`config.mk`:
```
export PLATFORM = sky130hd
export DESIGN_NAME = ecat_datagram_parser
export DESIGN_NICKNAME = d
export VERILOG_FILES = /design/src/rtl/ecat_datagram_parser.sv
export SDC_FILE = /design/constraint.sdc
export NUM_CORES = 1
export LEC_CHECK = 0
export ABC_CLOCK_PERIOD_IN_PS = 7000
export BUFFER_PORTS_ARGS = -buffer_cell sky130_fd_sc_hd__buf_2
export CORE_MARGIN = 1.5
export CORE_UTILIZATION = 55
export DETAILED_ROUTE_END_ITERATION = 8
export GPL_ROUTABILITY_DRIVEN = 0
export PLACE_DENSITY = 0.77
export RECOVER_POWER = 25
export SLEW_MARGIN = 20
export SYNTH_ARGS = -nofsm -noshare
export SYNTH_HDL_FRONTEND = slang
export SYNTH_SLANG_ARGS = --single-unit
```
`constraint.sdc`:
```
create_clock -name clk -period 7 [get_ports clk]
set_input_delay 1.4 -clock clk [delete_from_list [all_inputs] [get_ports clk]]
set_output_delay 1.4 -clock clk [all_outputs]
set_load 0.02 [all_outputs]
```
`src/rtl/ecat_datagram_parser.sv`:
```
// ecat_datagram_parser
//   Parses the EtherCAT payload that follows Ethernet header stripping. The
//   payload is a 2-byte frame header followed by chained datagrams. For each
//   datagram the parser:
//     - latches a stable descriptor (sub_*) for the FMMU stage;
//     - streams the data bytes together with their offsets;
//     - flags the two working-counter (WKC) bytes.
//
//   Optional build macro FRAME_LEN_CHECK_EN: counts the bytes that follow the
//   frame header and checks the count against the header's length field.
//
// Ports
//   clk, RSTN          clock and asynchronous active-low reset
//   rx_sof/rx_eof      first/last byte of a frame, qualified by rx_valid
//   rx_valid, rx_data  payload byte stream; rx_valid=0 cycles are ignored
//   sub_cmd/sub_idx/sub_address/sub_len, subdv
//                      datagram descriptor; the fields are meaningful only
//                      while subdv=1
//   data_valid, data_byte, data_offset
//                      data-field byte strobe and its offset
//   wkc_valid, wkc_hi  WKC byte strobe (low byte first)
//   dg_done            pulse after the second WKC byte
//   frame_done         pulse when a frame ends cleanly
//   frame_err          pulse on any framing error
//
// Stream handshake: a byte is consumed on every clock where rx_valid=1; there
// is no back-pressure. Every output is registered, so each output reflects the
// byte consumed on the previous edge.
module ecat_datagram_parser #(
    parameter int LEN_W        = 8,
    parameter bit LOGICAL_ONLY = 1'b1
) (
    input  logic             clk,
    input  logic             RSTN,
    input  logic             rx_sof,
    input  logic             rx_valid,
    input  logic [7:0]       rx_data,
    input  logic             rx_eof,
    output logic [7:0]       sub_cmd,
    output logic [7:0]       sub_idx,
    output logic [31:0]      sub_address,
    output logic [LEN_W-1:0] sub_len,
    output logic             subdv,
    output logic             data_valid,
    output logic [7:0]       data_byte,
    output logic [10:0]      data_offset,
    output logic             wkc_valid,
    output logic             wkc_hi,
    output logic             dg_done,
    output logic             frame_done,
    output logic             frame_err
);

    localparam int MAX_LEN = (LEN_W >= 11) ? 2047 : ((1 << LEN_W) - 1);

    typedef enum logic [2:0] {
        S_IDLE, S_FHDR, S_DHDR, S_DATA, S_WKC, S_TAIL, S_SKIP
    } state_t;

    state_t             state, state_n;
    logic [10:0]        cnt, cnt_n;
    logic [7:0]         h_cmd, h_cmd_n, h_idx, h_idx_n;
    logic [31:0]        h_addr, h_addr_n;
    logic [10:0]        h_len, h_len_n;
    logic               h_more, h_more_n;
    logic [7:0]         sub_cmd_n, sub_idx_n, data_byte_n;
    logic [31:0]        sub_address_n;
    logic [LEN_W-1:0]   sub_len_n;
    logic [10:0]        data_offset_n;
    logic               subdv_n, data_valid_n, wkc_valid_n, wkc_hi_n;
    logic               dg_done_n, frame_done_n, frame_err_n;
    logic               len_ok, cmd_ok;

`ifdef FRAME_LEN_CHECK_EN
    logic [10:0]        flen, flen_n;
    logic [11:0]        fcnt, fcnt_n;
    logic [12:0]        dg_end;
    // Position just after this datagram's WKC, counted from the end of FHDR.
    assign dg_end = 13'(fcnt) + 13'(h_len) + 13'd3;
`endif

    assign len_ok = (int'(h_len) <= MAX_LEN);
    assign cmd_ok = !LOGICAL_ONLY || (h_cmd >= 8'h0A && h_cmd <= 8'h0C);

    always_ff @(posedge clk or negedge RSTN) begin
        if (!RSTN) begin
            state       <= S_IDLE;
            cnt         <= '0;
            h_cmd       <= '0;
            h_idx       <= '0;
            h_addr      <= '0;
            h_len       <= '0;
            h_more      <= 1'b0;
            sub_cmd     <= '0;
            sub_idx     <= '0;
            sub_address <= '0;
            sub_len     <= '0;
            subdv       <= 1'b0;
            data_valid  <= 1'b0;
            data_byte   <= '0;
            data_offset <= '0;
            wkc_valid   <= 1'b0;
            wkc_hi      <= 1'b0;
            dg_done     <= 1'b0;
            frame_done  <= 1'b0;
            frame_err   <= 1'b0;
`ifdef FRAME_LEN_CHECK_EN
            flen        <= '0;
            fcnt        <= '0;
`endif
        end else begin
            state       <= state_n;
            cnt         <= cnt_n;
            h_cmd       <= h_cmd_n;
            h_idx       <= h_idx_n;
            h_addr      <= h_addr_n;
            h_len       <= h_len_n;
            h_more      <= h_more_n;
            sub_cmd     <= sub_cmd_n;
            sub_idx     <= sub_idx_n;
            sub_address <= sub_address_n;
            sub_len     <= sub_len_n;
            subdv       <= subdv_n;
            data_valid  <= data_valid_n;
            data_byte   <= data_byte_n;
            data_offset <= data_offset_n;
            wkc_valid   <= wkc_valid_n;
            wkc_hi      <= wkc_hi_n;
            dg_done     <= dg_done_n;
            frame_done  <= frame_done_n;
            frame_err   <= frame_err_n;
`ifdef FRAME_LEN_CHECK_EN
            flen        <= flen_n;
            fcnt        <= fcnt_n;
`endif
        end
    end

    always_comb begin
        state_n       = state;
        cnt_n         = cnt;
        h_cmd_n       = h_cmd;
        h_idx_n       = h_idx;
        h_addr_n      = h_addr;
        h_len_n       = h_len;
        h_more_n      = h_more;
        sub_cmd_n     = sub_cmd;
        sub_idx_n     = sub_idx;
        sub_address_n = sub_address;
        sub_len_n     = sub_len;
        subdv_n       = subdv;
        data_byte_n   = data_byte;
        data_offset_n = data_offset;
        wkc_hi_n      = wkc_hi;
        data_valid_n  = 1'b0;
        wkc_valid_n   = 1'b0;
        dg_done_n     = 1'b0;
        frame_done_n  = 1'b0;
        frame_err_n   = 1'b0;
`ifdef FRAME_LEN_CHECK_EN
        flen_n        = flen;
        fcnt_n        = fcnt;
`endif
        if (rx_valid) begin
            if (rx_sof) begin
                // Any sof restarts parsing; it is an error unless we were idle.
                frame_err_n = (state != S_IDLE);
                state_n     = S_FHDR;
                cnt_n       = '0;
                subdv_n     = 1'b0;
`ifdef FRAME_LEN_CHECK_EN
                flen_n      = {3'b000, rx_data};
                fcnt_n      = '0;
`endif
            end else begin
                case (state)
                    S_FHDR: begin
                        if (rx_eof) begin
                            frame_err_n = 1'b1;
                            state_n     = S_IDLE;
                        end else if (rx_data[7:4] != 4'h1) begin
                            frame_err_n = 1'b1;
                            state_n     = S_SKIP;
                        end else begin
                            state_n = S_DHDR;
                            cnt_n   = '0;
`ifdef FRAME_LEN_CHECK_EN
                            flen_n[10:8] = rx_data[2:0];
`endif
                        end
                    end
                    S_DHDR: begin
`ifdef FRAME_LEN_CHECK_EN
                        fcnt_n = fcnt + 12'd1;
`endif
                        if (rx_eof) begin
                            frame_err_n = 1'b1;
                            subdv_n     = 1'b0;
                            state_n     = S_IDLE;
                        end else begin
                            cnt_n = cnt + 11'd1;
                            case (cnt[3:0])
                                4'd0: h_cmd_n         = rx_data;
                                4'd1: h_idx_n         = rx_data;
                                4'd2: h_addr_n[7:0]   = rx_data;
                                4'd3: h_addr_n[15:8]  = rx_data;
                                4'd4: h_addr_n[23:16] = rx_data;
                                4'd5: h_addr_n[31:24] = rx_data;
                                4'd6: h_len_n[7:0]    = rx_data;
                                4'd7: begin
                                    h_len_n[10:8] = rx_data[2:0];
                                    h_more_n      = rx_data[7];
                                end
                                4'd9: begin
                                    // Header complete: publish the descriptor.
                                    sub_cmd_n     = h_cmd;
                                    sub_idx_n     = h_idx;
                                    sub_address_n = h_addr;
                                    sub_len_n     = LEN_W'(h_len);
                                    subdv_n       = len_ok && cmd_ok;
                                    frame_err_n   = !len_ok;
                                    cnt_n         = '0;
                                    state_n       = (h_len == 11'd0) ? S_WKC : S_DATA;
`ifdef FRAME_LEN_CHECK_EN
                                    if (dg_end > 13'(flen)) begin
                                        frame_err_n = 1'b1;
                                        subdv_n     = 1'b0;
                                        state_n     = S_SKIP;
                                    end
`endif
                                end
                                default: ;
                            endcase
                        end
                    end
                    S_DATA: begin
`ifdef FRAME_LEN_CHECK_EN
                        fcnt_n = fcnt + 12'd1;
`endif
                        if (rx_eof) begin
                            frame_err_n = 1'b1;
                            subdv_n     = 1'b0;
                            state_n     = S_IDLE;
                        end else begin
                            data_valid_n  = 1'b1;
                            data_byte_n   = rx_data;
                            data_offset_n = cnt;
                            if (cnt == h_len - 11'd1) begin
                                state_n = S_WKC;
                                cnt_n   = '0;
                            end else begin
                                cnt_n = cnt + 11'd1;
                            end
                        end
                    end
                    S_WKC: begin
`ifdef FRAME_LEN_CHECK_EN
                        fcnt_n = fcnt + 12'd1;
`endif
                        if (cnt == 11'd0) begin
                            if (rx_eof) begin
                                frame_err_n = 1'b1;
                                subdv_n     = 1'b0;
                                state_n     = S_IDLE;
                            end else begin
                                wkc_valid_n = 1'b1;
                                wkc_hi_n    = 1'b0;
                                cnt_n       = 11'd1;
                            end
                        end else begin
                            // Datagram complete; an eof here is only legal
                            // when no further datagram is announced.
                            wkc_valid_n = 1'b1;
                            wkc_hi_n    = 1'b1;
                            dg_done_n   = 1'b1;
                            subdv_n     = 1'b0;
                            cnt_n       = '0;
                            if (h_more) begin
                                frame_err_n = rx_eof;
                                state_n     = rx_eof ? S_IDLE : S_DHDR;
                            end else begin
                                frame_done_n = rx_eof;
                                state_n      = rx_eof ? S_IDLE : S_TAIL;
`ifdef FRAME_LEN_CHECK_EN
                                if (fcnt + 12'd1 != 12'(flen)) begin
                                    frame_done_n = 1'b0;
                                    frame_err_n  = 1'b1;
                                    state_n      = rx_eof ? S_IDLE : S_SKIP;
                                end
`endif
                            end
                        end
                    end
                    S_TAIL: begin
                        if (rx_eof) begin
                            frame_done_n = 1'b1;
                            state_n      = S_IDLE;
                        end
                    end
                    S_SKIP: begin
                        if (rx_eof) state_n = S_IDLE;
                    end
                    default: ;
                endcase
            end
        end
    end

endmodule

```
==> results.cfg, run 1 <==
[die]
rows = 40
initial_core_util_pct = 56.91
fp.dieW_um = 115.0
die_y_um = 115.0
ios = 95
core-area_um2 = 12110
die-area_um2 = 13210

[timing]
fin_crit_sh_pct = 47.07
fin_skew_ns = 0.005536
drv_slew = 0
holdWs_ns = 0.4771
worst_slew_pin_slew_ns = 0.8972
relSlewSlack_pct = 40.19
fin_crit_ns = 3.295
max_freq_ghz = 0.3035
tns_ns = 0
rsz0062_at_grt = false
fin_ws_ns = 3.705
finalSetupViolations = 0
hold_violations = 0

[placed_design]
port_buffers = 94
dp.cells = 797
post-place-ws_ns = 3.443
dp_hpwl_um = 10080

[final_layout]
final_cell_mix = dfrtp_1, mux2_2, buf_2, nand2_1, o21ai_0
fin_util_pct = 66.54
stdcell_count = 828
fillers = 910
drive_gt1_share_pct = 37.27
layout_commonest_cell = dfrtp_1
diodes = 0
area_delta_synth_final_pct = 16.92
nets = 668

[synth]
async_flop_share_pct = 100.0
syn_area_um2 = 6893
ys.flop_type = dfrtp_1
synth_edf_count = 0
synth_cell_type_count = 61
ys_warn_count = 0
syn_area_per_cell_um2 = 12.29
ys_seq_elements = 156
ys_seq_area_share_pct = 56.63
syn_nets = 581
synthCells = 561

[clock_network]
cts.reportedPaths.clkPinSlew_ns = 0.06
cts_root_buffer = clkbuf_16
cts_tree = yes
ctsHoldBuffers = 0
postCtsSetupBuffers = 0
htree_levels = 4
cts_buffers = 17
clk_latency_ns = 0.42
cts_resized = 0
clock-sinks = 156
clockBufferDepth = 2

[worst_setup_path]
cp-end-kind = flop
critPathKind = primary input to flop
arrival_ns = 3.60
cp_max_fo = 17
worst_ep_required_time_ns = 7.30
startpoint_type = primary input

[routing]
via_per_inst = 5.717
vias = 4734
wl_per_cell_um = 17.94
drt_iter0_markers = 385
totalWireLength_um = 14850
drtPass1Iterations = 5
drc = 0
ant_nets = 0

[power]
clkPwrFrac_pct = 41.2
p_per_area_nw_per_um2 = 285.5
p_switching_w = 0.0006538
sw_frac_of_total_pct = 28.41
p_int_w = 0.001647
peakVddDrop_mv = 0.1938
p_seq_share_pct = 45.2
pwr-share-comb_pct = 13.6
p_leak_nw = 4.174

[run_status]
status = finished clean

[global_route]
grt_use_met2_pct = 39.72
grt_pass1_vias = 4724
antenna_found_initial = 0
grtUsageTotal_pct = 24.24
grt_start_max_net_pins = 84
use_met3_pct = 6.747
grt_pass1_wl_um = 24540
met1_usage_pct = 31.63
gr-total-overflow = 0
top_usage_layer = met2

[min_path]
hp-class = flop to flop

[job]
cap_violations = 0
[layer usage]
metal | vias up | part of all wire, %
met3 | 26 | 5.3
met4 | 0 | 1.5
met1 | 2403 | 43
met2 | 130 | 50
met5 | - | 0
li1 | 2175 | -
[sequential cells by signal (all words and copies together) (netlist names), 3 cells and up]
| signal | cells |
|---|---|
| data_offset | 11 |
| h_len | 11 |
| state | 3 |
| h_cmd | 8 |
| data_byte | 8 |
| sub_address | 32 |
| cnt | 11 |
| sub_cmd | 8 |
| sub_len | 8 |
| h_idx | 8 |
| sub_idx | 8 |
| h_addr | 32 |
[final cells by class]
class / instances / area (um^2) / share of cell area, %
Inverter: 16 / 60.06 / 0.7452
Multi-Input combinational cell: 361 / 2796 / 34.70
Timing Repair Buffer: 96 / 476.7 / 5.915
Sequential cell: 156 / 3904 / 48.44
Clock inverter: 14 / 186.4 / 2.313
Tap cell: 168 / 210.2 / 2.608
Clock buffer: 17 / 425.4 / 5.279
[cells in the mapped netlist, types with 2 or more instances]
cell type	count	share of area, %
a21oi_1	11	0.80
a21oi_2	2	0.25
o21ai_0	25	1.8
nand2b_1	4	0.36
a31oi_1	9	0.82
xor2_1	6	0.76
mux2_1	3	0.49
and3_1	7	0.64
nor4_1	3	0.27
nor4_2	2	0.36
xnor2_1	7	0.89
o211ai_1	2	0.22
dfrtp_1	156	57
clkbuf_1	14	0.76
o311ai_2	2	0.47
inv_1	14	0.76
nor3_1	9	0.65
nor2_1	14	0.76
buf_2	8	0.58
buf_1	5	0.27
nor3b_1	2	0.22
nor4_4	2	0.62
a211oi_1	3	0.33
nand2_1	74	4.0
a32oi_1	2	0.25
mux2_2	109	18
nand3_1	6	0.44
o41ai_1	2	0.25
nor2b_1	5	0.45
nand4_1	7	0.64
nor4b_2	2	0.44
nand3b_1	4	0.44
inv_2	2	0.11
o22ai_1	3	0.27
nor3_2	2	0.29
o311a_1	2	0.29
ha_1	7	1.3
[worst max-delay path: stages]
cell and delay (ns):
buf_2 0.19, nor4_1 0.66, nand2_1 0.24, nor3b_2 0.34
nand2_1 0.35, mux2_1 0.42
[cell families (layout without fill, tap and decap cells)]
logic type	count (synthesis)	in the layout	synth area share, %
AND/OR/NAND/NOR	152	152	11.89
AO/OA/AOI/OAI	76	76	7.461
buffers and inverters	44	143	2.650
adder cells (fa/ha/maj)	7	7	1.271
XOR/XNOR	13	13	1.652
multiplexers	113	113	18.44
flip-flops	156	156	56.63
[per-stage QoR]
stage / cell area (um^2) / total power [W]
2_1_floorplan: 6893 / 0.001258
3_3_place_gp: 7477 / 0.001361
3_5_place_dp: 7477 / 0.001371
4_1_cts: 8089 / 0.002322
5_1_grt: 8059 / 0.002399
6_report: 8059 / 0.002301
[final timing paths]
check | start | slack, ns | cells after the start | endpoint
max reg2reg | h_len[0]$_DFFE_PN0P_ | 4.07 | 9 | cnt[9]$_DFFE_PN0P_
min in group asynchronous | RSTN | 1.02 | 1 | frame_err$_DFF_PN0_
max in group asynchronous | RSTN | 4.59 | 2 | sub_idx[7]$_DFFE_PN0P_
min | data_offset[9]$_DFFE_PN0P_ | 0.48 | 2 | data_offset[9]$_DFFE_PN0P_
max | rx_eof | 3.71 | 6 | h_addr[21]$_DFFE_PN0P_
min reg2reg | data_offset[9]$_DFFE_PN0P_ | 0.48 | 2 | data_offset[9]$_DFFE_PN0P_
[power by group through the flow]
stage	sequential, W	combinational [W]	clock, W
global route	0.00105	0.000348	0.00100
detailed placement	0.00105	0.000316	0
CTS	0.00104	0.000319	0.000964
finish	0.00104	0.000313	0.000949
global placement	0.00105	0.000306	0
floorplan	0.00107	0.000190	0
Power figures use the tool's default switching activity.
==> run 2: changes to the inputs <==
Settings changed: ABC_CLOCK_PERIOD_IN_PS 7000 to 3400.
Clock period 7 ns to 3.4 ns, I/O delays scaled along.
==> run 2 against run 1 <==
  * The flow now finishes with violations (max-capacitance violations, max-slew violations)
  * Design area rose by 0.62%
  * Cell count rose by 0.36%
  * Clock skew up 0.014 ns
  * Largest cell class unchanged
==> results.cfg, run 2 (synthesis gave the netlist of run 1 again) <==
[clock_network]
cts_tree = yes
clockBufferDepth = 2
ctsHoldBuffers = 0
clk_latency_ns = 0.44
clock-sinks = 156
cts_root_buffer = clkbuf_16
cts.reportedPaths.clkPinSlew_ns = 0.06
cts_resized = 0
cts_buffers = 17
postCtsSetupBuffers = 0
htree_levels = 4

[routing]
wl_per_cell_um = 18.71
wl_met2_um = 7926
met3_wirelength_um = 833
via_per_inst = 5.716
met1_length_um = 6464
vias = 4750
top_layer = met4
drt_iter0_markers = 397
drtPass1Iterations = 5
ant_nets = 0
drc = 0
totalWireLength_um = 15550

[worst_setup_path]
r2r_end = cnt[10]$_DFFE_PN0P_
critPathKind = flop to flop
crit_slowest_cell = a21oi_2
r2r_setup_slack_ns = 0.50
arrival_ns = 3.22
critical_path_cell_count = 9
cp-endpoint = cnt[10]$_DFFE_PN0P_
startpoint = h_len[0]$_DFFE_PN0P_
critPathMaxStageDelay_ns = 0.53
worst_ep_required_time_ns = 3.72
crit_path_cell_trace = inv_1, ha_1, nor4b_2, a211oi_1, a41oi_1, nor4_2, a21oi_2, nand2_2, o311ai_2
worstReg2RegStart = h_len[0]$_DFFE_PN0P_
cp-end-kind = flop
worst-path-buf-inv = 1
cp_max_fo = 14
ff2ff_path_depth = 9
startpoint_type = flop
crit_family = compound AO/OA/AOI/OAI gates

[final_layout]
reg.largest.list = h_addr x32, sub_address x32
drive_gt1_share_pct = 39.37
area_delta_synth_final_pct = 17.64
layout_commonest_cell = dfrtp_1
final_cell_mix = dfrtp_1, mux2_2, buf_2, nand2_1, o21ai_0
diodes = 0
nets = 670
stdcell_count = 831

[die]
rows = 40
core-area_um2 = 12110
die_y_um = 115.0
die-area_um2 = 13210
ios = 95
fp.dieW_um = 115.0
initial_core_util_pct = 56.91

[job]
cap_violations = 1

[timing]
rsz0062_at_grt = false
fin_crit_sh_pct = 85.27
drv_slew = 80
hold_violations = 0
finalSetupViolations = 0
fin_skew_ns = 0.01924
tns_ns = 0
fin_crit_ns = 2.899
relSlewSlack_pct = -35.41
fin_ws_ns = 0.5007
max_freq_ghz = 0.3449
worst_slew_pin_slew_ns = 2.031

[placed_design]
port_buffers = 94
dp_hpwl_um = 10320
post-place-ws_ns = 0.5498
dp.cells = 799

[run_status]
violations = max-capacitance violations, max-slew violations
status = complete, but fails checks

[global_route]
antenna_found_initial = 0
gr-total-overflow = 0
grt_pass1_wl_um = 25360
grtUsageTotal_pct = 25.45
grt_start_max_net_pins = 81
grt_pass1_vias = 4897

[power]
peakVddDrop_mv = 0.3726
p_per_area_nw_per_um2 = 587.4
p_leak_nw = 4.229

[min_path]
hp-class = flop to flop
run 2: cell count changes in the layout (fill, tap and decap cells not counted), moves of 2 or more:
cell	previous run	this run
clkinv_4	4	1
buf_2	81	93
clkbuf_1	12	1
clkinvlp_4	1	3
inv_6	3	5
run 2: layout make-up:
cell class	count	area [um^2]
Clock buffer	18	429.2
Clock inverter	14	181.4
Fill cell	934	4003
Inverter	16	60.06
Multi-Input combinational cell	361	2811
Sequential cell	156	3904
Tap cell	168	210.2
Timing Repair Buffer	98	513.0
run 2: metrics by stage:
step | power, W | hold slack (ns) | util (%) | cell area (um^2)
2_1_floorplan | 0.002591 | 0.3844 | - | 6893
5_1_grt | 0.004958 | 0.5120 | 66.95 | 8109
3_5_place_dp | 0.002830 | 0.4658 | 61.96 | 7505
3_3_place_gp | 0.002799 | 0.4555 | 61.96 | 7505
4_1_cts | 0.004795 | 0.3283 | 67.00 | 8115
6_report | 0.004763 | 0.4711 | 66.95 | 8109
run 2: worst min-delay path by stage:
stage                                     startpoint                    endpoint  slack, ns  depth (start not counted)
after detailed placement  data_offset[3]$_DFFE_PN0P_  data_offset[3]$_DFFE_PN0P_       0.47                          2
after floorplan                                 RSTN          cnt[0]$_DFFE_PN0P_       0.38                          0
final                     data_offset[3]$_DFFE_PN0P_  data_offset[3]$_DFFE_PN0P_       0.47                          2
after CTS                                       RSTN         frame_err$_DFF_PN0_       0.33                          1
after global routing        data_byte[3]$_DFFE_PN0P_    data_byte[3]$_DFFE_PN0P_       0.51                          2
after global placement      data_byte[2]$_DFFE_PN0P_    data_byte[2]$_DFFE_PN0P_       0.46                          2
run 2: layer usage:
| metal | vias up | global-route usage (%) |
|---|---|---|
| li1 | 2169 | - |
| met1 | 2413 | 31.49 |
| met2 | 142 | 41.90 |
| met3 | 26 | 8.118 |
| met4 | 0 | 9.959 |
| met5 | - | 0 |
run 2: worst min-delay path, stage by stage, from the launching register on:
cell	delay [ns]
dfrtp_1	0.33
nand2_1	0.04
o21ai_0	0.06
run 2: report_power, final:
| group | internal, W | switching, W |
|---|---|---|
| Combinational | 0.000234 | 0.000420 |
| Clock | 0.00117 | 0.000795 |
| Sequential | 0.00200 | 0.000148 |
